$ cat config.mk
export PLATFORM = sky130hd
export DESIGN_NAME = nested_loop_sequencer
export DESIGN_NICKNAME = d
export VERILOG_FILES = /design/src/rtl/nested_loop_pkg.sv /design/src/rtl/nested_loop_index_ctr.sv /design/src/rtl/nested_loop_sequencer.sv
export SDC_FILE = /design/constraint.sdc
export NUM_CORES = 1
export LEC_CHECK = 0
export CORE_MARGIN = 4
export CORE_UTILIZATION = 44
export CTS_CLUSTER_DIAMETER = 80
export DETAILED_ROUTE_END_ITERATION = 6
export PLACE_DENSITY = 0.82
export SKIP_LAST_GASP = 1
export SYNTH_ARGS = -nofsm -noshare
export SYNTH_HDL_FRONTEND = slang
export SYNTH_SLANG_ARGS = --single-unit
$ cat constraint.sdc
create_clock -name clk -period 1.5 [get_ports clk]
set_input_delay 0.225 -clock clk [delete_from_list [all_inputs] [get_ports clk]]
set_output_delay 0.225 -clock clk [all_outputs]
set_load 0.02 [all_outputs]
$ cat src/rtl/nested_loop_pkg.sv
// ============================================================================
//  nested_loop_pkg
//  Shared state encoding and default width for the nested loop sequencer.
//  Revision: 1.0
// ============================================================================
`default_nettype none

package nested_loop_pkg;

    localparam int W_DEFAULT = 2;

    typedef enum logic [1:0] {
        IDLE = 2'd0,
        RUN  = 2'd1,
        DONE = 2'd2
    } state_t;

endpackage

`default_nettype wire

$ cat src/rtl/nested_loop_index_ctr.sv
// ============================================================================
//  nested_loop_index_ctr
//  Outer/inner index registers with captured limits, step, wrap and last flag.
//  Revision: 1.0
// ============================================================================
`default_nettype none

module nested_loop_index_ctr
    import nested_loop_pkg::*;
#(
    parameter int W = W_DEFAULT
) (
    input  logic         clk,
    input  logic         rst,
    input  logic         load,
    input  logic         step,
    input  logic [W-1:0] load_outer,
    input  logic [W-1:0] load_inner,
    output logic [W-1:0] idx_i,
    output logic [W-1:0] idx_j,
    output logic         last
);

    logic [W-1:0] i_q, i_d;
    logic [W-1:0] j_q, j_d;
    logic [W-1:0] outer_q, outer_d;
    logic [W-1:0] inner_q, inner_d;

    always_comb begin
        i_d     = i_q;
        j_d     = j_q;
        outer_d = outer_q;
        inner_d = inner_q;
        if (load) begin
            outer_d = load_outer;
            inner_d = load_inner;
            i_d     = '0;
            j_d     = W'(1);
        end else if (step) begin
            if (j_q < inner_q) begin
                j_d = j_q + W'(1);
            end else begin
                j_d = W'(1);
                i_d = i_q + W'(1);
            end
        end
    end

    always_ff @(posedge clk) begin
        if (rst) begin
            i_q     <= '0;
            j_q     <= '0;
            outer_q <= '0;
            inner_q <= '0;
        end else begin
            i_q     <= i_d;
            j_q     <= j_d;
            outer_q <= outer_d;
            inner_q <= inner_d;
        end
    end

    // Only meaningful while running, where both limits are known to be non-zero.
    assign last  = (i_q == outer_q - W'(1)) && (j_q == inner_q);
    assign idx_i = i_q;
    assign idx_j = j_q;

endmodule

`default_nettype wire

$ cat src/rtl/nested_loop_sequencer.sv
// ============================================================================
//  nested_loop_sequencer
//  Walks (i, j) over a two-level loop nest, one pair per accepted beat, and
//  reports the emitted-pair count with a done pulse. Skip of the (SKIP_I,
//  SKIP_J) pair is enabled by defining NESTED_LOOP_SKIP_EN.
//  Revision: 1.0
// ============================================================================
`default_nettype none

module nested_loop_sequencer
    import nested_loop_pkg::*;
#(
    parameter int W      = W_DEFAULT,
    parameter int SKIP_I = 1,
    parameter int SKIP_J = 1
) (
    input  logic           clk,
    input  logic           rst,
    input  logic           in_valid,
    output logic           in_ready,
    input  logic [W-1:0]   in_outer_limit,
    input  logic [W-1:0]   in_inner_limit,
    output logic           out_valid,
    input  logic           out_ready,
    output logic [W-1:0]   out_i,
    output logic [W-1:0]   out_j,
    output logic           out_done,
    output logic [2*W-1:0] out_count
);

    state_t         state_q, state_d;
    logic [2*W-1:0] count_q, count_d;
    logic           accept;
    logic           skip;
    logic           beat;
    logic           step;
    logic           last;
    logic [W-1:0]   idx_i;
    logic [W-1:0]   idx_j;

    assign accept = (state_q == IDLE) && in_valid;

`ifdef NESTED_LOOP_SKIP_EN
    assign skip = (idx_i == W'(SKIP_I)) && (idx_j == W'(SKIP_J));
`else
    // Skip parameters stay in the interface but never match anything.
    assign skip = ((SKIP_I & 0) | (SKIP_J & 0)) != 0;
`endif

    assign out_valid = (state_q == RUN) && !skip;
    assign beat      = out_valid && out_ready;
    // A skipped pair advances on its own after its single bubble cycle.
    assign step      = (state_q == RUN) && (skip || out_ready);

    nested_loop_index_ctr #(
        .W (W)
    ) u_index_ctr (
        .clk        (clk),
        .rst        (rst),
        .load       (accept),
        .step       (step),
        .load_outer (in_outer_limit),
        .load_inner (in_inner_limit),
        .idx_i      (idx_i),
        .idx_j      (idx_j),
        .last       (last)
    );

    always_comb begin
        state_d = state_q;
        count_d = count_q;
        case (state_q)
            IDLE: begin
                if (in_valid) begin
                    count_d = '0;
                    if ((in_outer_limit == '0) || (in_inner_limit == '0)) begin
                        state_d = DONE;
                    end else begin
                        state_d = RUN;
                    end
                end
            end
            RUN: begin
                if (beat) begin
                    count_d = count_q + (2*W)'(1);
                end
                if (step && last) begin
                    state_d = DONE;
                end
            end
            DONE:    state_d = IDLE;
            default: state_d = IDLE;
        endcase
    end

    always_ff @(posedge clk) begin
        if (rst) begin
            state_q <= IDLE;
            count_q <= '0;
        end else begin
            state_q <= state_d;
            count_q <= count_d;
        end
    end

    assign in_ready  = (state_q == IDLE);
    assign out_done  = (state_q == DONE);
    assign out_count = count_q;
    assign out_i     = idx_i;
    assign out_j     = idx_j;

endmodule

`default_nettype wire
## Word-level counts from Yosys, hierarchy flattened

Cells that the tools add are included.

| storage, ports and cells | value |
|---|---|
| bits of input ports | 8 |
| logic and storage cells | 44 |
| output and inout bits | 11 |
| flip-flop bits (word level) | 14 |

| cells by class | value |
|---|---|
| $add $sub $neg | 4 |
| muxes and demuxes | 10 |
| bitwise gates (word level) | 1 |
| equality and inequality tests | 7 |
| reduce and logical (&&, ||, !) cells | 14 |
| order comparisons | 1 |

Operator list:

| kind | number |
|---|---|
| 2-bit 2-to-1 mux | 4 |
| 4-bit 2-to-1 mux | 2 |
| 4-bit case mux with 2 select lines | 1 |
| 2-bit logical NOT | 3 |
| 2-bit by 1-bit adder with 2-bit output (second input constant) | 2 |
| 4-bit by 1-bit adder with 4-bit output (second input constant) | 1 |
| 2-bit == test | 2 |
| 1-bit logical AND | 4 |
| 2-bit by 1-bit inequality test with 1-bit output (second input constant) | 2 |
| 2-bit case mux with 2 select lines | 1 |
| 2-bit AND reduction | 2 |
| 2-bit nonzero test | 2 |
| 3-bit AND reduction | 1 |
| 2-bit by 1-bit == test with 1-bit output (second input constant) | 1 |
| 2-bit == test (second input constant) | 1 |
| 2-bit less-than comparator | 1 |
| 1-bit 2-to-1 mux | 2 |
| 2-bit inequality test (second input constant) | 1 |
| 2-bit OR reduction | 1 |
| 2-bit by 1-bit subtractor with 2-bit output (second input constant) | 1 |
| 1-bit logical OR | 1 |
| 1-bit NOT | 1 |

## Logic depth before layout (Yosys ltp)

Gate-level depths: netlist of the first run.

| depth | value |
|---|---|
| depth after elaboration | 6 |
| mapped depth | 6 |
| mapped depth without buffers | 6 |

## Hierarchy

A second synthesis of the first run with hierarchy kept.

| unflattened totals | value |
|---|---|
| cells, all modules | 84 |
| area total of the unflattened synthesis | 742.0 sq um |

By module, submodules not included:

| module | area an instance (sq um) | sequential area each (sq um) | cells an instance | instances |
|---|---|---|---|---|
| nested_loop_index_ctr | 394.1 | 160.2 | 42 | 1 |
| nested_loop_sequencer | 347.8 | 120.1 | 42 | 1 |

## Worst setup path before layout of the first run

No wires, ideal clock.

| timing | value |
|---|---|
| path type | register to register |
| start | register u_index_ctr.j_q[1], in the netlist u_index_ctr.idx_j[1] |
| end | register u_index_ctr.i_q[1], in the netlist u_index_ctr.idx_i[1] |
| buffers on the path | 0 |
| cell stages (with the launch flop) | 6 |
| arrival time | 1.249 ns |
| slack | 0.137 ns |
| data required time | 1.386 ns |
| library setup time | 0.114 ns |
| clock period less this slack | 1.363 ns |
| cell sequence | dfxtp_1 -> ha_1 -> nor2b_1 -> o211ai_1 -> xor2_1 -> nor2_1 |

| between the ends | value |
|---|---|
| longest elaborated chain between the ends | 3 |

Ends and longest elaborated chain:

| what | line | RTL |
|---|---|---|
| from (decl) | nested_loop_index_ctr.sv:25 | `logic [W-1:0] j_q, j_d;` |
| from (signal assigned) | nested_loop_index_ctr.sv:57 | `j_q <= j_d;` |
| 2-bit less-than comparator | nested_loop_index_ctr.sv:40 | `if (j_q < inner_q) begin` |
| 1-bit NOT (no line) | -- |  |
| 2-bit AND reduction (no line) | -- |  |
| to (signal assigned) | nested_loop_index_ctr.sv:56 | `i_q <= i_d;` |
| to (decl) | nested_loop_index_ctr.sv:24 | `logic [W-1:0] i_q, i_d;` |

No other way between the ends.
A chain may end at the register's enable or synchronous reset.

## Worst setup path after layout of the first run

| timing | value |
|---|---|
| start | register count_q[3], in the netlist out_count[3] |
| end | output port out_count[3] |

RTL lines:

| what | line | RTL |
|---|---|---|
| from (decl) | nested_loop_sequencer.sv:32 | `logic [2*W-1:0] count_q, count_d;` |
| from (signal assigned) | nested_loop_sequencer.sv:102 | `count_q <= count_d;` |
| to (decl) | nested_loop_sequencer.sv:28 | `output logic [2*W-1:0] out_count` |

No word-level cell between the ends.

==> results.md, run 1 <==
| Result | This run |
| --- | --- |
| Nets@finish | 111 |
| Number of buffers inserted for hold repair after clock tree synthesis | 0 |
| Setup repair after global routing missed its margin | false |
| Portion of the clock cycle consumed by the worst path in the final layout | 97.21% |
| Clock H-tree levels | 1 |
| Ant diodes | 0 |
| Clk_skew | 0.8601 ps |
| Total Routing Usage GR | 13.99% |
| Clock Root Buffer | sky130_fd_sc_hd__clkbuf_4 |
| TritonCTS clock tree | yes |
| Pre-CTS worst setup slack | -44.51 ps |
| Actual transition at the worst max-transition pin | 335.6 ps |
| Layer carrying the most global-route usage | met2 |
| Worst reg-to-reg path cell count | 6 |
| Antenna Nets Post-Route | 0 |
| Type of element capturing the critical path | primary output |
| Cell count after synthesis | 75 |
| Number of DRC violations after detailed-routing iteration 0 | 8 |
| Total internal power | 0.5556 mW |
| PnR worst setup slack | 41.83 ps |
| Initial antenna violation count | 0 |
| Final slew viol count | 0 |
| Area added between synthesis and finish | 35.29% |
| Total net switching power | 0.2039 mW |
| Port-buffer cells | 18 |
| Post-synthesis instance area | 659.4 um2 |
| Worst-path fanout max | 2 |
| Placeable Area | 1350 um2 |
| Leakage power of the design | 0.4035 nW |
| Number of DRC violations after detailed routing | 0 |
| Vias/cell | 4.991 |
| Setup TNS | 0 ps |
| Number of sinks on the clock net | 14 |
| Wire length of the first global-routing pass | 2.173 mm |
| Most common library cell in the layout ignoring fill and taps | sky130_fd_sc_hd__dfxtp_1 |
| Shortest period the worst path allows | 1458 ps |
| Met2 global-route usage | 22.53% |
| Initial core utilization | 48.84% |
| Highest attainable clock frequency | 0.6858 GHz |
| Number of I/O pins | 19 |
| Relative contribution of combinational cells to total power | 19.8% |
| Startpoint type of the worst setup path | flop |
| Worst EP required | 1270 ps |
| Crit-path cells | clkdlybuf4s50_1 |
| Mapped Avg Cell Area | 8.792 um2 |
| Sequential cell fraction of total power | 53.4% |
| Proportion of layout cells with a drive suffix above 1 | 11.22% |
| Endpoint of the worst-slack reg-to-reg timing path | u_index_ctr.idx_i[1] |
| Hold violation count in the final report | 0 |
| Critical R2R Launch | u_index_ctr.inner_q[1] |
| Met3 track utilization from global routing | 1.172% |
| Clock slew at reported path FFs | 80 ps |
| Die X | 46.71 um |
| Delay of the slowest cell on the worst path | 610 ps |
| Clk buf depth | 2 |
| Total via count after detailed routing | 564 |
| Post-Syn Nets | 86 |
| Worst path buffer plus inverter count | 1 |
| Post-detailed-placement cell area | 877.1 um2 |
| Outcome | completed |
| Average wire length per cell after detail routing | 11.58 um |
| Pwr Total | 0.7595 mW |
| Most used cells in the layout excluding fill and tap cells | sky130_fd_sc_hd__dfxtp_1, sky130_fd_sc_hd__nand2_1, sky130_fd_sc_hd__nor2_1, sky130_fd_sc_hd__clkdlybuf4s50_1, sky130_fd_sc_hd__dlygate4sd2_1 |
| Flip-flop and latch count after synthesis | 14 |
| Maximum Capacitance Violations | 0 |
| Signal arrival time at the worst endpoint | 1230 ps |
| Met1 Resource Use GR | 17.87% |
| Headroom to the max-slew limit | 77.53% |
| Reg2reg setup slack | 160 ps |
| HP Start | u_index_ctr.inner_q[0] |
| Die Y-Extent | 46.71 um |
| Worst supply voltage drop on vdd | 0.5252 mV |
| Kind of cell with the highest combined delay on the critical path | buffers and inverters |
| Row count | 13 |
| Initial DRT Pass Iterations | 4 |
| Clk_lat worst skew | 270 ps |
| Path class of the lowest-slack min-delay path | reg -> reg |
| Switching share of power | 26.84% |
| DP HPWL | 1.075 mm |
| Area of the die | 2182 um2 |
| Total routed wirelength | 1.309 mm |
| Cell area after layout | 892.1 um2 |
| Highest-delay cell along the critical path | sky130_fd_sc_hd__clkdlybuf4s50_1 |
| Ys Warns | 0 |
| Class of the most critical setup path | reg -> out |
| Number of global-route vias before repair | 550 |
| Largest net degree at the start of global routing | 10 |
| Total power per unit cell area | 851.4 nW/um2 |
| Clock share of power | 26.8% |
| Number of buffers inserted during clock tree synthesis | 3 |
| Library cells used by synthesis | 24 |
| Seq/Total Area, Yosys | 42.50% |
| Routability-driven placement congestion ratio | 0.8008 |
| Final setup violation count | 0 |
| Count of cells along the worst hold path | 2 |
| WHS Endpoint | u_index_ctr.inner_q[0] |
| Total global routing overflow | 0 |
per-stage QoR:
step / instances / util, % / hold slack [ps]
2_1_floorplan: 75 / - / 361.0
5_1_grt: 113 / 66.08 / 497.1
3_5_place_dp: 110 / 64.97 / 457.6
3_3_place_gp: 110 / 64.97 / 446.3
6_report: 113 / 66.08 / 467.4
4_1_cts: 113 / 65.80 / 469.3
per-layer routing:
metal,wire [um],up-vias,share of wire (%)
li1,-,299,-
met1,640,247,49
met2,579,13,44
met3,45,5,3.4
met4,43,0,3.3
met5,0,-,0
worst max path at each step:
stage | start | end | slack, ps | cells past startpoint
4_1_cts | out_count[2] | out_count[2] | 0.8 | 1
5_1_grt | out_count[3] | out_count[3] | 4 | 1
3_5_place_dp | out_ready | u_index_ctr.idx_i[1] | -40 | 5
3_3_place_gp | out_ready | u_index_ctr.idx_j[1] | -10 | 5
2_1_floorplan | u_index_ctr.idx_j[1] | u_index_ctr.idx_i[1] | 140 | 5
6_report | out_count[3] | out_count[3] | 40 | 1
kinds of logic after synthesis:
kind of cell / synth area share, %
and+or+nand+nor: 25.81
DFF: 42.50
AOI/OAI and AO/OA: 10.82
xor gates and xnor gates: 9.298
buffers and inverters: 2.847
adders and majority gates: 5.693
muxes: 3.036
cells in the mapped netlist:
cell type	number	share of area (%)
sky130_fd_sc_hd__ha_1	3	5.7
sky130_fd_sc_hd__and3b_1	1	1.3
sky130_fd_sc_hd__a31oi_1	1	0.95
sky130_fd_sc_hd__nor3b_2	2	3.8
sky130_fd_sc_hd__or2_2	1	0.95
sky130_fd_sc_hd__dfxtp_1	14	43
sky130_fd_sc_hd__buf_4	1	1.1
sky130_fd_sc_hd__o21ai_2	1	1.3
sky130_fd_sc_hd__o22ai_1	1	0.95
sky130_fd_sc_hd__nand2_1	12	6.8
sky130_fd_sc_hd__o211ai_1	1	1.1
sky130_fd_sc_hd__xnor2_1	2	2.7
sky130_fd_sc_hd__or2_1	1	0.95
sky130_fd_sc_hd__xor2_1	5	6.6
sky130_fd_sc_hd__nand3_1	1	0.76
sky130_fd_sc_hd__a21oi_1	5	3.8
sky130_fd_sc_hd__buf_1	1	0.57
sky130_fd_sc_hd__nor2_1	8	4.6
sky130_fd_sc_hd__o21ai_1	2	1.5
sky130_fd_sc_hd__nor2b_1	6	5.7
sky130_fd_sc_hd__a22oi_1	1	1.1
sky130_fd_sc_hd__mux2i_1	2	3.0
sky130_fd_sc_hd__nand4_1	1	0.95
sky130_fd_sc_hd__inv_1	2	1.1
state kept, by name, summed over array words and instances (netlist names):
signal               cells
out_count                4
state_q                  2
u_index_ctr.idx_i        2
u_index_ctr.outer_q      2
u_index_ctr.inner_q      2
u_index_ctr.idx_j        2
power by group through the flow:
| stage | Sequential (mW) | Combinational (mW) | Clock, mW |
|---|---|---|---|
| global placement | 0.414 | 0.157 | 0 |
| floorplan | 0.418 | 0.0835 | 0 |
| finish | 0.405 | 0.150 | 0.204 |
| global route | 0.408 | 0.167 | 0.221 |
| CTS | 0.406 | 0.151 | 0.216 |
| detailed placement | 0.415 | 0.160 | 0 |
cell type report:
type / count / area (um2)
clock buffer: 3 / 22.52
inverter: 2 / 7.507
sequential: 14 / 280.3
fill: 124 / 457.9
tap: 15 / 18.77
timing repair buffer: 22 / 202.7
multi-input combinational: 57 / 360.3
worst min-delay path, cell delays in order, from the launching register on:
cell and delay (ps):
sky130_fd_sc_hd__dfxtp_1 320, sky130_fd_sc_hd__nand2_1 50, sky130_fd_sc_hd__a21oi_1 50
repair_timing:
action,in CTS,in global routing
cloned,0,0
resized for setup,9,2
buffers inserted,0,0
endpoints found under the setup margin,9,2
Power figures use the tool's default switching activity.
==> inputs of run 2 (changes only) <==
Settings changed: CORE_AREA set to 4 4 41 43, CORE_MARGIN 4 to not set, CORE_UTILIZATION 44 to not set, DIE_AREA set to 0 0 45 47, DONT_BUFFER_PORTS set to 1, GPL_TIMING_DRIVEN set to 0, PLACE_DENSITY 0.82 to 0.71.
==> results.md, run 2 (synthesized netlist as in run 1, its figures left out) <==
| Result | This run | Change |
| --- | --- | --- |
| Pre-CTS worst setup slack | 37.84 ps | was -44.51 ps |
| TritonCTS clock tree | yes | unchanged |
| Total global routing overflow | 0 | unchanged |
| Worst EP required | 1270 ps | about the same |
| Type of element capturing the critical path | primary output | unchanged |
| Number of global-route vias before repair | 489 | was 550 |
| Setup TNS | 0 ps | unchanged |
| Wire length of the first global-routing pass | 2.097 mm | was 2.173 mm |
| Initial antenna violation count | 0 | unchanged |
| Actual transition at the worst max-transition pin | 487.3 ps | was 335.6 ps |
| Port-buffer cells | 0 | was 18 |
| Crit-path cells | nor2b_1 | was clkdlybuf4s50_1 |
| Number of sinks on the clock net | 14 | unchanged |
| Fill cell count | 126 | was 124 |
| Flip-flop count of the largest register after layout | 4 | unchanged |
| Number of placed cells counting well taps | 90 | was 110 |
| Number of DRC violations after detailed routing | 0 | unchanged |
| Final setup violation count | 0 | unchanged |
| Highest attainable clock frequency | 0.7195 GHz | was 0.6858 GHz |
| Routability-driven placement congestion ratio | 0.7603 | was 0.8008 |
| Die X | 45 um | was 46.71 um |
| Number of buffers inserted during clock tree synthesis | 3 | unchanged |
| Worst path buffer plus inverter count | 0 | was 1 |
| Class of the most critical setup path | reg -> out | unchanged |
| Clk buf depth | 2 | unchanged |
| Worst-path fanout max | 5 | was 2 |
| Maximum Capacitance Violations | 0 | unchanged |
| Core occupancy in the finished layout | 55.29% | was 66.08% |
| Total Routing Usage GR | 14.15% | was 13.99% |
| Nets@finish | 91 | was 111 |
| Area of the die | 2115 um2 | was 2182 um2 |
| Placeable Area | 1301 um2 | was 1350 um2 |
| Path class of the lowest-slack min-delay path | in -> reg | was reg -> reg |
| Clock Root Buffer | sky130_fd_sc_hd__clkbuf_4 | unchanged |
| Die Y-Extent | 47 um | was 46.71 um |
| Vias/cell | 5.489 | was 4.991 |
| Outcome | completed | unchanged |
| Final slew viol count | 0 | unchanged |
| Pwr Total | 0.7918 mW | was 0.7595 mW |
| Kind of cell with the highest combined delay on the critical path | simple AND/OR/NAND/NOR gates | was buffers and inverters |
| Largest net degree at the start of global routing | 11 | was 10 |
| Clock H-tree levels | 1 | unchanged |
| Headroom to the max-slew limit | 67.44% | was 77.53% |
| Clk_skew | 5.942 ps | was 0.8601 ps |
| Post-layout instance count excluding filler cells | 94 | was 113 |
| Ant diodes | 0 | unchanged |
| Post-detailed-placement cell area | 678.2 um2 | was 877.1 um2 |
| Post-CTS Repair Setup Buffers | 0 | unchanged |
| Initial DRT Pass Iterations | 4 | unchanged |
| Highest-delay cell along the critical path | sky130_fd_sc_hd__nor2b_1 | was sky130_fd_sc_hd__clkdlybuf4s50_1 |
| Clock slew at reported path FFs | 90 ps | was 80 ps |
| Total power per unit cell area | 1101 nW/um2 | was 851.4 nW/um2 |
| Cell area after layout | 719.4 um2 | was 892.1 um2 |
| Number of DRC violations after detailed-routing iteration 0 | 11 | was 8 |
| Startpoint type of the worst setup path | flop | unchanged |
| Signal arrival time at the worst endpoint | 1160 ps | was 1230 ps |
| Worst supply voltage drop on vdd | 0.8909 mV | was 0.5252 mV |
| Most used cells in the layout excluding fill and tap cells | sky130_fd_sc_hd__nand2_1, sky130_fd_sc_hd__dfxtp_1, sky130_fd_sc_hd__nor2_1 | was sky130_fd_sc_hd__dfxtp_1, sky130_fd_sc_hd__nand2_1, sky130_fd_sc_hd__nor2_1, sky130_fd_sc_hd__clkdlybuf4s50_1, sky130_fd_sc_hd__dlygate4sd2_1 |
| PnR worst setup slack | 110.1 ps | was 41.83 ps |
| Portion of the clock cycle consumed by the worst path in the final layout | 92.66% | was 97.21% |
| Antenna Nets Post-Route | 0 | unchanged |
| Setup repair after global routing missed its margin | false | unchanged |
| Delay of the slowest cell on the worst path | 460 ps | was 610 ps |
| Clk_lat worst skew | 280 ps | was 270 ps |
| Average wire length per cell after detail routing | 13.96 um | was 11.58 um |
| Shortest period the worst path allows | 1390 ps | was 1458 ps |
| Hold violation count in the final report | 0 | unchanged |
| Worst hold margin | 78.47 ps | was 467.4 ps |
| Total routed wirelength | 1.312 mm | was 1.309 mm |
| Total via count after detailed routing | 516 | was 564 |
| Area added between synthesis and finish | 9.108% | was 35.29% |
| Proportion of layout cells with a drive suffix above 1 | 15.19% | was 11.22% |
| Leakage power of the design | 0.2823 nW | was 0.4035 nW |
| Row count | 13 | unchanged |
| Number of I/O pins | 19 | unchanged |
| Initial core utilization | 50.67% | was 48.84% |
| DP HPWL | 984.3 um | was 1.075 mm |
## run 2: area by class of cell
cell class | count | area, um2 | share of cell area [%]
plain buffers | 2 | 11.26 | 1.565
flip-flops and latches | 14 | 282.8 | 39.30
inverters | 2 | 7.507 | 1.043
well taps | 15 | 18.77 | 2.609
multi-input cells | 57 | 362.8 | 50.43
clock buffers | 4 | 36.28 | 5.043
## run 2: path summary, 6_finish.rpt
path | end | slack [ps] | start | cells after the start
hold reg to reg | u_index_ctr.inner_q[1] | 470 | u_index_ctr.inner_q[1] | 2
setup / recovery | out_valid | 110 | state_q[0] | 1
hold / removal | u_index_ctr.inner_q[0] | 80 | in_inner_limit[0] | 2
setup reg to reg | u_index_ctr.idx_i[1] | 140 | u_index_ctr.idx_j[1] | 5
## run 2: what timing repair did
action / in CTS / in global routing
endpoints found under the setup margin: 0 / 3
hold buffers: 0 / 0
gates resized for setup: 0 / 3
## run 2: power breakdown
part | switching [mW] | leakage [nW] | internal (mW)
Sequential | 0.0256 | 0.115 | 0.390
Clock | 0.127 | 0.0210 | 0.148
Combinational | 0.0622 | 0.146 | 0.0395
## run 2: routing by layer
layer,global-route usage [%],part of all wire [%],vias to the layer above
met4,10.53,2.1,0
met5,0,0,-
met1,14.81,39,228
met3,5.364,9.5,4
met2,23.16,50,24
li1,-,-,260
